[config.mk]
export PLATFORM = sky130hd
export DESIGN_NAME = dmem_arbiter
export DESIGN_NICKNAME = d
export VERILOG_FILES = /design/src/rtl/dmem_arbiter.sv
export SDC_FILE = /design/constraint.sdc
export NUM_CORES = 1
export LEC_CHECK = 0
export BUFFER_PORTS_ARGS = -buffer_cell sky130_fd_sc_hd__clkbuf_2
export CORE_AREA = 2 2 93 95
export CTS_CLUSTER_SIZE = 12
export DETAILED_ROUTE_END_ITERATION = 6
export DIE_AREA = 0 0 95 97
export HOLD_SLACK_MARGIN = 0.05
export PLACE_DENSITY = 0.61
export SLEW_MARGIN = 20
export SYNTH_ARGS = -nofsm -noshare
export SYNTH_HDL_FRONTEND = slang
export SYNTH_SLANG_ARGS = --single-unit
[constraint.sdc]
create_clock -name clk -period 3.7 [get_ports clk]
set_clock_uncertainty 0.1 [all_clocks]
set_input_delay 0.37 -clock clk [delete_from_list [all_inputs] [get_ports clk]]
set_output_delay 0.37 -clock clk [all_outputs]
set_load 0.02 [all_outputs]
[src/rtl/dmem_arbiter.sv]
// dmem_arbiter: shares the single-port data memory between the CPU MM stage and a host port,
// CPU first, with a saturating wait counter that forces a one-cycle CPU stall for the host.
module dmem_arbiter #(
  parameter int ADDR_W   = 12,
  parameter int DATA_W   = 32,
  parameter int MAX_WAIT = 8
) (
  input  logic              clk,
  input  logic              rst_n,
  input  logic              cpu_re,
  input  logic              cpu_we,
  input  logic [ADDR_W-1:0] cpu_addr,
  input  logic [DATA_W-1:0] cpu_wdata,
  output logic              cpu_stall,
  output logic              cpu_rvalid,
  output logic [DATA_W-1:0] cpu_rdata,
  input  logic              host_hold,
  input  logic              host_req,
  input  logic              host_we,
  input  logic [ADDR_W-1:0] host_addr,
  input  logic [DATA_W-1:0] host_wdata,
  output logic              host_gnt,
  output logic              host_rvalid,
  output logic [DATA_W-1:0] host_rdata,
  output logic [ADDR_W-1:0] mem_addr,
  output logic              mem_we,
  output logic [DATA_W-1:0] mem_in,
  input  logic [DATA_W-1:0] mem_out
);
  typedef enum logic [1:0] {OWN_NONE, OWN_CPU, OWN_HOST} own_t;
  own_t       rd_own, rd_own_nxt;
  logic [7:0] wait_cnt, wait_nxt;
  logic       cpu_act, wait_full;
  always_comb begin
    cpu_act    = cpu_re | cpu_we;
    wait_full  = wait_cnt == 8'(MAX_WAIT);
    host_gnt   = rst_n & host_req & (!cpu_act | host_hold | wait_full);
    cpu_stall  = rst_n & cpu_act & (host_gnt | host_hold);
    mem_addr   = host_gnt ? host_addr : cpu_addr;
    mem_in     = host_gnt ? host_wdata : cpu_wdata;
    mem_we     = host_gnt ? host_we : rst_n & cpu_we & !cpu_stall;
    wait_nxt   = (host_gnt | !host_req) ? 8'd0 : wait_full ? wait_cnt : wait_cnt + 8'd1;
    rd_own_nxt = (host_gnt & !host_we) ? OWN_HOST :
                 (cpu_re & !cpu_we & !cpu_stall) ? OWN_CPU : OWN_NONE;
  end
  // An async reset drops any read still in flight, so its rvalid never appears.
  always_ff @(posedge clk or negedge rst_n) begin
    if (!rst_n) begin
      wait_cnt <= 8'd0;
      rd_own   <= OWN_NONE;
    end else begin
      wait_cnt <= wait_nxt;
      rd_own   <= rd_own_nxt;
    end
  end
  assign cpu_rvalid  = rd_own == OWN_CPU;
  assign host_rvalid = rd_own == OWN_HOST;
  assign cpu_rdata   = mem_out;
  assign host_rdata  = mem_out;
endmodule

== After elaboration in Yosys (flattened, before gate mapping) ==
Index checks and enable logic that the tools add are counted.

* Add/subtract/negate cells: 1
* Multipliers: 0
* Div/mod/pow operators: 0
* Magnitude comparators: 0
* Equality and inequality tests: 4
* Shift operators: 0
* Mux-type cells: 7
* Bitwise gates (word level): 14
* Reductions and logical operators: 5

{| class="wikitable"
|+ Operator list
! cell !! count
|-
| $mux W32 || 1
|-
| $mux W8 || 2
|-
| $mux W12 || 1
|-
| $and A1 B1 Y1 || 9
|-
| $add A8 B1 Y8 const B || 1
|-
| $eq A8 B4 Y1 const B || 1
|-
| $logic_not A1 Y1 || 5
|-
| $or A1 B1 Y1 || 5
|-
| $eq A2 B1 Y1 const B || 1
|-
| $eq A2 B2 Y1 const B || 1
|-
| $mux W1 || 2
|-
| $mux W2 || 1
|-
| $ne A2 B1 Y1 const B || 1
|}

* Flip-flop bits (word level): 10
* Bits in latches: 0
* RAM bits: 0
* Bits in read-only memories: 0
* Bits of input ports: 127
* Word-level logic and storage cells: 33
* Memories: 0

== Depth between registers and ports, before layout ==
Gate-level depths: netlist of the first run.

* Depth in word-level cells: 11
* Depth in mapped cells: 8
* Mapped depth without buffers: 7

== Least setup slack after synthesis of the first run ==
No wires, ideal clock.

* Path type: register to output
* Start: register wait_cnt[5]
* End: output port mem_we
* Arrival: 1.824 ns
* Data required time: 3.230 ns
* Setup slack: 1.406 ns
* Stages on the path, launching flop included: 7
* Cell sequence: dfrtp_1 or4_4 o22ai_2 nand2_4 buf_6 inv_1 a32o_1

* Cells in the longest elaborated chain, start to end: 8

{| class="wikitable"
|+ RTL lines
! what !! RTL line !! source
|-
| start, declared || 32 || <nowiki>logic [7:0] wait_cnt, wait_nxt;</nowiki>
|-
| start signal, assigned || 52 || <nowiki>wait_cnt <= wait_nxt;</nowiki>
|-
| $eq A8 B4 Y1 * || 36 || <nowiki>wait_full = wait_cnt == 8'(MAX_WAIT);</nowiki>
|-
| $or A1 B1 Y1 * || 37 || <nowiki>host_gnt = rst_n & host_req & (!cpu_act | host_hold | wait_full);</nowiki>
|-
| $and A1 B1 Y1 * || 37 ||
|-
| net host_gnt || 22 || <nowiki>output logic host_gnt,</nowiki>
|-
| $or A1 B1 Y1 || 38 || <nowiki>cpu_stall = rst_n & cpu_act & (host_gnt | host_hold);</nowiki>
|-
| $and A1 B1 Y1 || 38 ||
|-
| $logic_not A1 Y1 || 41 || <nowiki>mem_we = host_gnt ? host_we : rst_n & cpu_we & !cpu_stall;</nowiki>
|-
| $and A1 B1 Y1 || 41 ||
|-
| $mux W1 * || 41 ||
|-
| end, declared || 26 || <nowiki>output logic mem_we,</nowiki>
|}

Mark *: on every way through the listed nets, which the timed path passes. The rest lies on a longest branch.

== Worst setup path in the final report of the first run ==
* Start: input port rst_n
* End: output port mem_in[1]

* Cells in the longest elaborated chain, start to end: 3

{| class="wikitable"
|+ RTL lines
! what !! RTL line !! source
|-
| start, declared || 9 || <nowiki>input logic rst_n,</nowiki>
|-
| $and A1 B1 Y1 (2 in series) || 37 ||
|-
| $mux W32 || 40 || <nowiki>mem_in = host_gnt ? host_wdata : cpu_wdata;</nowiki>
|-
| end, declared || 27 || <nowiki>output logic [DATA_W-1:0] mem_in,</nowiki>
|}

No other way between the ends.

==> flow_summary_export.csv, run 1 <==
group,metric,value,unit
worst_hold_path,hold_path_depth,2,
power,p_leak,1.096,nW
routing,routedWlPerCell,15.51,um
timing,fin_crit_sh,0.8125,
grt,grt_pass1_wl,7935,um
placed_design,gp_congestion,0.8243,
power,pwr_density_cell,237.0,nW/um2
setup_path,crit_chain,"dlygate4sd3_1 -> clkbuf_2 -> inv_1 -> o22ai_2 -> nand2_4 -> mux2_2 -> clkbuf_2",
power,p_comb_frac,0.467,
setup_path,cpMostUsedCell,"clkbuf_2",
timing,setup_viol,0,
clocking,worst_skew_pair.late_latency,230,ps
power,p_switching,0.0001599,W
flow_run,maxCapViolCount,0,
floorplan,dieWidth,95,um
timing,hold_violations,0,
outcome,outcome,"complete, no violations",
timing,drv_slew,0,
clocking,cts_made_buffers,3,
grt,grt_overflow,0,
placed_design,dp_hpwl,4945,um
power,p_clk_frac,0.286,
power,power.internal,0.0003075,W
clocking,numClockSinks,10,
worst_hold_path,whs_endpoint,"rd_own[1]",
setup_path,path_buf_inv,4,
cells_and_area,multiInputGateArea,790.8,um2
cells_and_area,finalCoreUtilization,0.2424,
cells_and_area,n_antenna_cell,0,
timing,fin_tns_setup,0,ps
timing,max_slew.worst_pin.slew,608.1,ps
floorplan,initial_core_util,0.1954,
floorplan,rows,33,
grt,grt_pass1_vias,1515,
setup_path,timing.rr.start,"wait_cnt[5]",
setup_path,critPathLaunchType,"input port",
setup_path,r2r_slack,1800,ps
setup_path,crit_path_end_kind,"output pin",
logic_synthesis,synth_cell_types,27,
logic_synthesis,ys_seq_elements,10,
placed_design,io_buffers,143,
power,pwr-share-seq,0.247,
setup_path,timing.rr.end,"rd_own[0]",
cells_and_area,fillers,905,
logic_synthesis,synth_area,1589,um2
logic_synthesis,synthCells,170,
floorplan,die-area,9215,um2
floorplan,die_y,97,um
clocking,post_cts_buffers,0,
timing,rsz0062_at_grt,"false",
setup_path,cpPeakStageDelay,520,ps
clocking,clockBufferDepth,2,
routing,vias_per_cell,4.000,
setup_path,crit_family,"buffers and inverters",
floorplan,boundaryPins,240,
setup_path,critPathLaunch,"rst_n",
routing,routed_wl,5492,um
setup_path,worstPathRequired,3230,ps
cells_and_area,drive_above_1_share,0.7912,
clocking,cts_hold_buf,1,
grt,grt_max_degree,47,
clocking,clk_pin_slew,50,ps
setup_path,cpMaxStageDelayCell,"dlygate4sd3_1",
setup_path,cp_data_arrival_time,2540,ps
logic_synthesis,yosys_warnings,0,
clocking,cts_repair_resize_count,0,
routing,drtPass1Iterations,3,
worst_hold_path,min_from,"host_we",
cells_and_area,seqCellArea,250.2,um2
clocking,htree_num_levels,1,
logic_synthesis,ys_seq_area_frac,0.1575,
grt,antenna_found_initial,0,
clocking,cts_root_buf,"clkbuf_8",
routing,ant_nets,0,
logic_synthesis,syn_avg_cell_area,9.347,um2
routing,remaining_drc_errors,0,
logic_synthesis,syn-num-nets,299,
setup_path,cp_max_fo,46,
power,vdd_drop_max,0.0001292,V
timing,fmax,332.7,MHz
routing,drt-initial-drc-count,21,
setup_path,r2r.worst_path.cells,4,
power,switching_share,0.3421,
cells_and_area,final_nets,379,
setup_path,worst-setup-path-type,"in -> out",
worst_hold_path,hp-class,"in -> reg",
cells_and_area,area_growth,24.09,%
routing,via_count,1416,
timing,period_needed,3006,ps
timing,slew_headroom,0.5946,
clocking,cts_tree,"yes",
grt,track_usage,0.1116,
floorplan,core_area,8134,um2
flip-flops by register name, indices dropped and copies added, names as in the netlist:
signal    flops
rd_own        2
wait_cnt      8
cells in the mapped netlist:
library cell | n | area share
nand2_4 | 1 | 0.0071
and3_1 | 2 | 0.0079
xor2_1 | 5 | 0.028
mux2i_1 | 1 | 0.0063
a21oi_1 | 2 | 0.0063
xnor2_1 | 1 | 0.0055
mux2_2 | 44 | 0.31
or4_4 | 1 | 0.0071
nand2b_1 | 2 | 0.0079
nor2b_1 | 2 | 0.0079
nor2_1 | 9 | 0.021
o22ai_2 | 1 | 0.0079
a32o_1 | 1 | 0.0063
nand3_1 | 5 | 0.016
o21ba_2 | 1 | 0.0063
buf_4 | 64 | 0.30
dfrtp_1 | 10 | 0.16
or3b_2 | 1 | 0.0055
ha_1 | 2 | 0.016
o21ai_0 | 1 | 0.0031
nor3_2 | 1 | 0.0063
buf_6 | 4 | 0.028
nand4b_1 | 1 | 0.0055
inv_1 | 5 | 0.012
clkbuf_1 | 1 | 0.0024
nand2_1 | 1 | 0.0024
o211a_1 | 1 | 0.0063
layout by cell type, fill, tap and decap left out, drive strengths merged, types with 2 or more instances in the layout:
cell | synthesis | layout
a21oi | 2 | 2
and3 | 2 | 2
clkbuf | 1 | 147
dfrtp | 10 | 10
ha | 2 | 2
inv | 5 | 5
mux2 | 44 | 44
nand2 | 2 | 2
nand2b | 2 | 2
nand3 | 5 | 5
nor2 | 9 | 9
nor2b | 2 | 2
xor2 | 5 | 5
power by group through the flow:
| stage | Clock [W] | Combinational [W] | Sequential [W] |
|---|---|---|---|
| 2_1_floorplan | 0 | 0.000222 | 0.000116 |
| 3_3_place_gp | 0 | 0.000221 | 0.000117 |
| 3_5_place_dp | 0 | 0.000222 | 0.000117 |
| 4_1_cts | 0.000140 | 0.000223 | 0.000115 |
| 5_1_grt | 0.000146 | 0.000237 | 0.000116 |
| 6_report | 0.000134 | 0.000218 | 0.000115 |
worst max path at each step:
stage,cells past startpoint,to,slack (ps)
after global placement,5,mem_addr[1],1100
after detailed placement,5,mem_in[1],1050
after global routing,7,mem_in[0],510
final,7,mem_in[1],690
after floorplan,6,mem_we,1410
after CTS,7,mem_in[1],640
area by class of cell:
class / count / share of cell area
inverters: 5 / 0.009518
clock buffers: 4 / 0.02792
multi-input cells: 86 / 0.4010
well taps: 105 / 0.06662
flip-flops and latches: 10 / 0.1269
repair buffers: 144 / 0.3680
logic make-up (layout without fill, tap and decap cells):
logic type	after synthesis	after routing	synth area share
flops	10	10	0.1575
fa+ha+maj	2	2	0.01575
buf+inv	74	153	0.3449
compound gates	7	7	0.03622
xor+xnor	6	6	0.03307
mux	45	45	0.3181
simple gates	26	26	0.09448
stage by stage:
step	hold WS [ps]	cell area, um2	cells	total power [W]	worst slack, ps
final	200.0	1972	354	0.0004673	693.9
after global routing	190.8	1972	354	0.0004988	506.2
after CTS	193.4	1972	354	0.0004790	639.7
after detailed placement	173.5	1907	349	0.0003386	1051
after global placement	172.5	1907	349	0.0003382	1104
after floorplan	-25.59	1589	170	0.0003389	1406
routing by layer:
layer  up-vias  global-route usage  wire length, um
met5         -                   0                0
met4         0             0.02007               61
met3        12             0.03972              622
met2       121              0.2013             2720
met1       616              0.1251             2088
li1        667                   -                -
No activity file was read; power rests on OpenSTA's default activity.
==> run 2, diff against run 1 <==
clock period = 3.09 ns   (was 3.7 ns; I/O delays follow)
==> run 2 against run 1 <==
Effect of this change: combinational power increased by 20%; total power increased by 14%; flip-flop and latch count unchanged; clock power about the same; global-route usage about the same; setup slack got worse by 490 ps; final area decreased by 0.70%; wire length decreased by 0.20%; sequential share of layout area increased by 0.089 points.
==> flow_summary_export.csv, run 2 (synthesis gave the netlist of run 1 again) <==
group,metric,value,unit
outcome,outcome,"complete, no violations",
setup_path,critPathLaunchType,"input port",
timing,fin_crit_sh,0.9334,
clocking,numClockSinks,10,
grt,grt_max_degree,47,
power,vdd_drop_max,0.0001265,V
power,pwr_density_cell,272.5,nW/um2
timing,drv_slew,0,
clocking,cts_tree,"yes",
timing,hold_violations,0,
clocking,clk_pin_slew,50,ps
timing,max_slew.worst_pin.slew,598.9,ps
worst_hold_path,hp-class,"in -> reg",
clocking,htree_num_levels,1,
cells_and_area,finalNonFillerCells,353,
timing,fin_tns_setup,0,ps
routing,vias_per_cell,4.085,
clocking,cts_made_buffers,3,
clocking,post_cts_buffers,0,
setup_path,worst-setup-path-type,"in -> out",
routing,drtPass1Iterations,3,
timing,period_needed,2884,ps
floorplan,boundaryPins,240,
timing,slew_headroom,0.6007,
grt,grt_pass1_wl,7866,um
grt,antenna_found_initial,0,
cells_and_area,area_growth,23.23,%
cells_and_area,largest_reg_flops,8,
power,p_leak,1.089,nW
setup_path,cp_data_arrival_time,2480,ps
timing,fmax,346.7,MHz
floorplan,die-area,9215,um2
grt,grt_overflow,0,
placed_design,io_buffers,143,
placed_design,gp_congestion,0.8320,
grt,grt_pass1_vias,1553,
routing,drt-initial-drc-count,23,
cells_and_area,regMostFlops,"wait_cnt",
clocking,cts_repair_resize_count,0,
floorplan,initial_core_util,0.1954,
routing,ant_nets,0,
clocking,clockBufferDepth,2,
routing,routedWlPerCell,15.53,um
cells_and_area,finalCoreUtilization,0.2407,
cells_and_area,drive_above_1_share,0.7903,
clocking,cts_root_buf,"clkbuf_8",
setup_path,worstPathRequired,2680,ps
clocking,worst_skew_pair.late_latency,240,ps
routing,remaining_drc_errors,0,
floorplan,core_area,8134,um2
cells_and_area,largest_registers,"wait_cnt x8, rd_own x2",
floorplan,dieWidth,95,um
placed_design,dp_cells,349,
cells_and_area,n_antenna_cell,0,
routing,routed_wl,5481,um
routing,via_count,1442,
cells_and_area,final_nets,379,
grt,track_usage,0.1115,
setup_path,cp_max_fo,46,
floorplan,die_y,97,um
floorplan,rows,33,
setup_path,crit_path_end_kind,"output pin",
cells_and_area,final_cell_mix,"clkbuf_2 (143), mux2_2 (44), dfrtp_1 (10)",
cells_and_area,layout_commonest_cell,"clkbuf_2",
placed_design,dp_hpwl,4965,um
timing,setup_viol,0,
timing,worst_hold_slack,133.9,ps
timing,rsz0062_at_grt,"false",
flow_run,maxCapViolCount,0,
## run 2: cell types whose count changed in the layout (fill, tap and decap cells not counted)
cell / change
clkbuf_8: -1
## run 2: power breakdown
group	switching (W)	internal, W	total, W
registers	0.00000365	0.000135	0.000138
clock network	0.0000487	0.0000851	0.000134
logic	0.000140	0.000122	0.000261
## run 2: path summary, 6_finish.rpt
check,endpoint,slack [ps],depth (start not counted),startpoint
hold / removal,rd_own[1],130,2,host_we
max in group asynchronous,wait_cnt[6],2250,2,rst_n
min in group asynchronous,wait_cnt[2],400,2,rst_n
hold reg to reg,wait_cnt[7],450,2,wait_cnt[7]
setup reg to reg,rd_own[1],1220,4,wait_cnt[5]
setup / recovery,mem_in[0],210,7,rst_n
## run 2: timing repair
| item | 4_1_cts | 5_1_grt |
|---|---|---|
| endpoints found under the hold margin | 10 | 0 |
| endpoints found under the setup margin | 0 | 0 |
| hold buffers | 1 | 0 |
## run 2: final cells by class
| class | count | area [um2] |
|---|---|---|
| tap | 105 | 131.4 |
| fill | 907 | 6176 |
| sequential | 10 | 250.2 |
| clock buffer | 3 | 41.29 |
| timing repair buffer | 144 | 725.7 |
| multi-input combinational | 86 | 790.8 |
| inverter | 5 | 18.77 |
## run 2: through the flow
step | area (um2) | setup slack, ps | power, W
final | 1958 | 205.8 | 0.0005336
after global routing | 1958 | 18.07 | 0.0005677
after CTS | 1958 | 140.1 | 0.0005435
after detailed placement | 1907 | 517.0 | 0.0004060
after global placement | 1907 | 552.9 | 0.0004052
after floorplan | 1589 | 856.8 | 0.0004058
## run 2: routing by layer
layer,track usage,up-vias,share of wire
li1,-,665,-
met1,0.1202,644,0.36
met2,0.2051,119,0.51
met3,0.03972,14,0.11
met4,0.02341,0,0.014
met5,0,-,0
## run 2: critical path, stage by stage
cell           delay, ps
dlygate4sd3_1        520
clkbuf_2             300
inv_1                120
o22ai_2              240
nand2_4              340
mux2_2               450
clkbuf_2             170
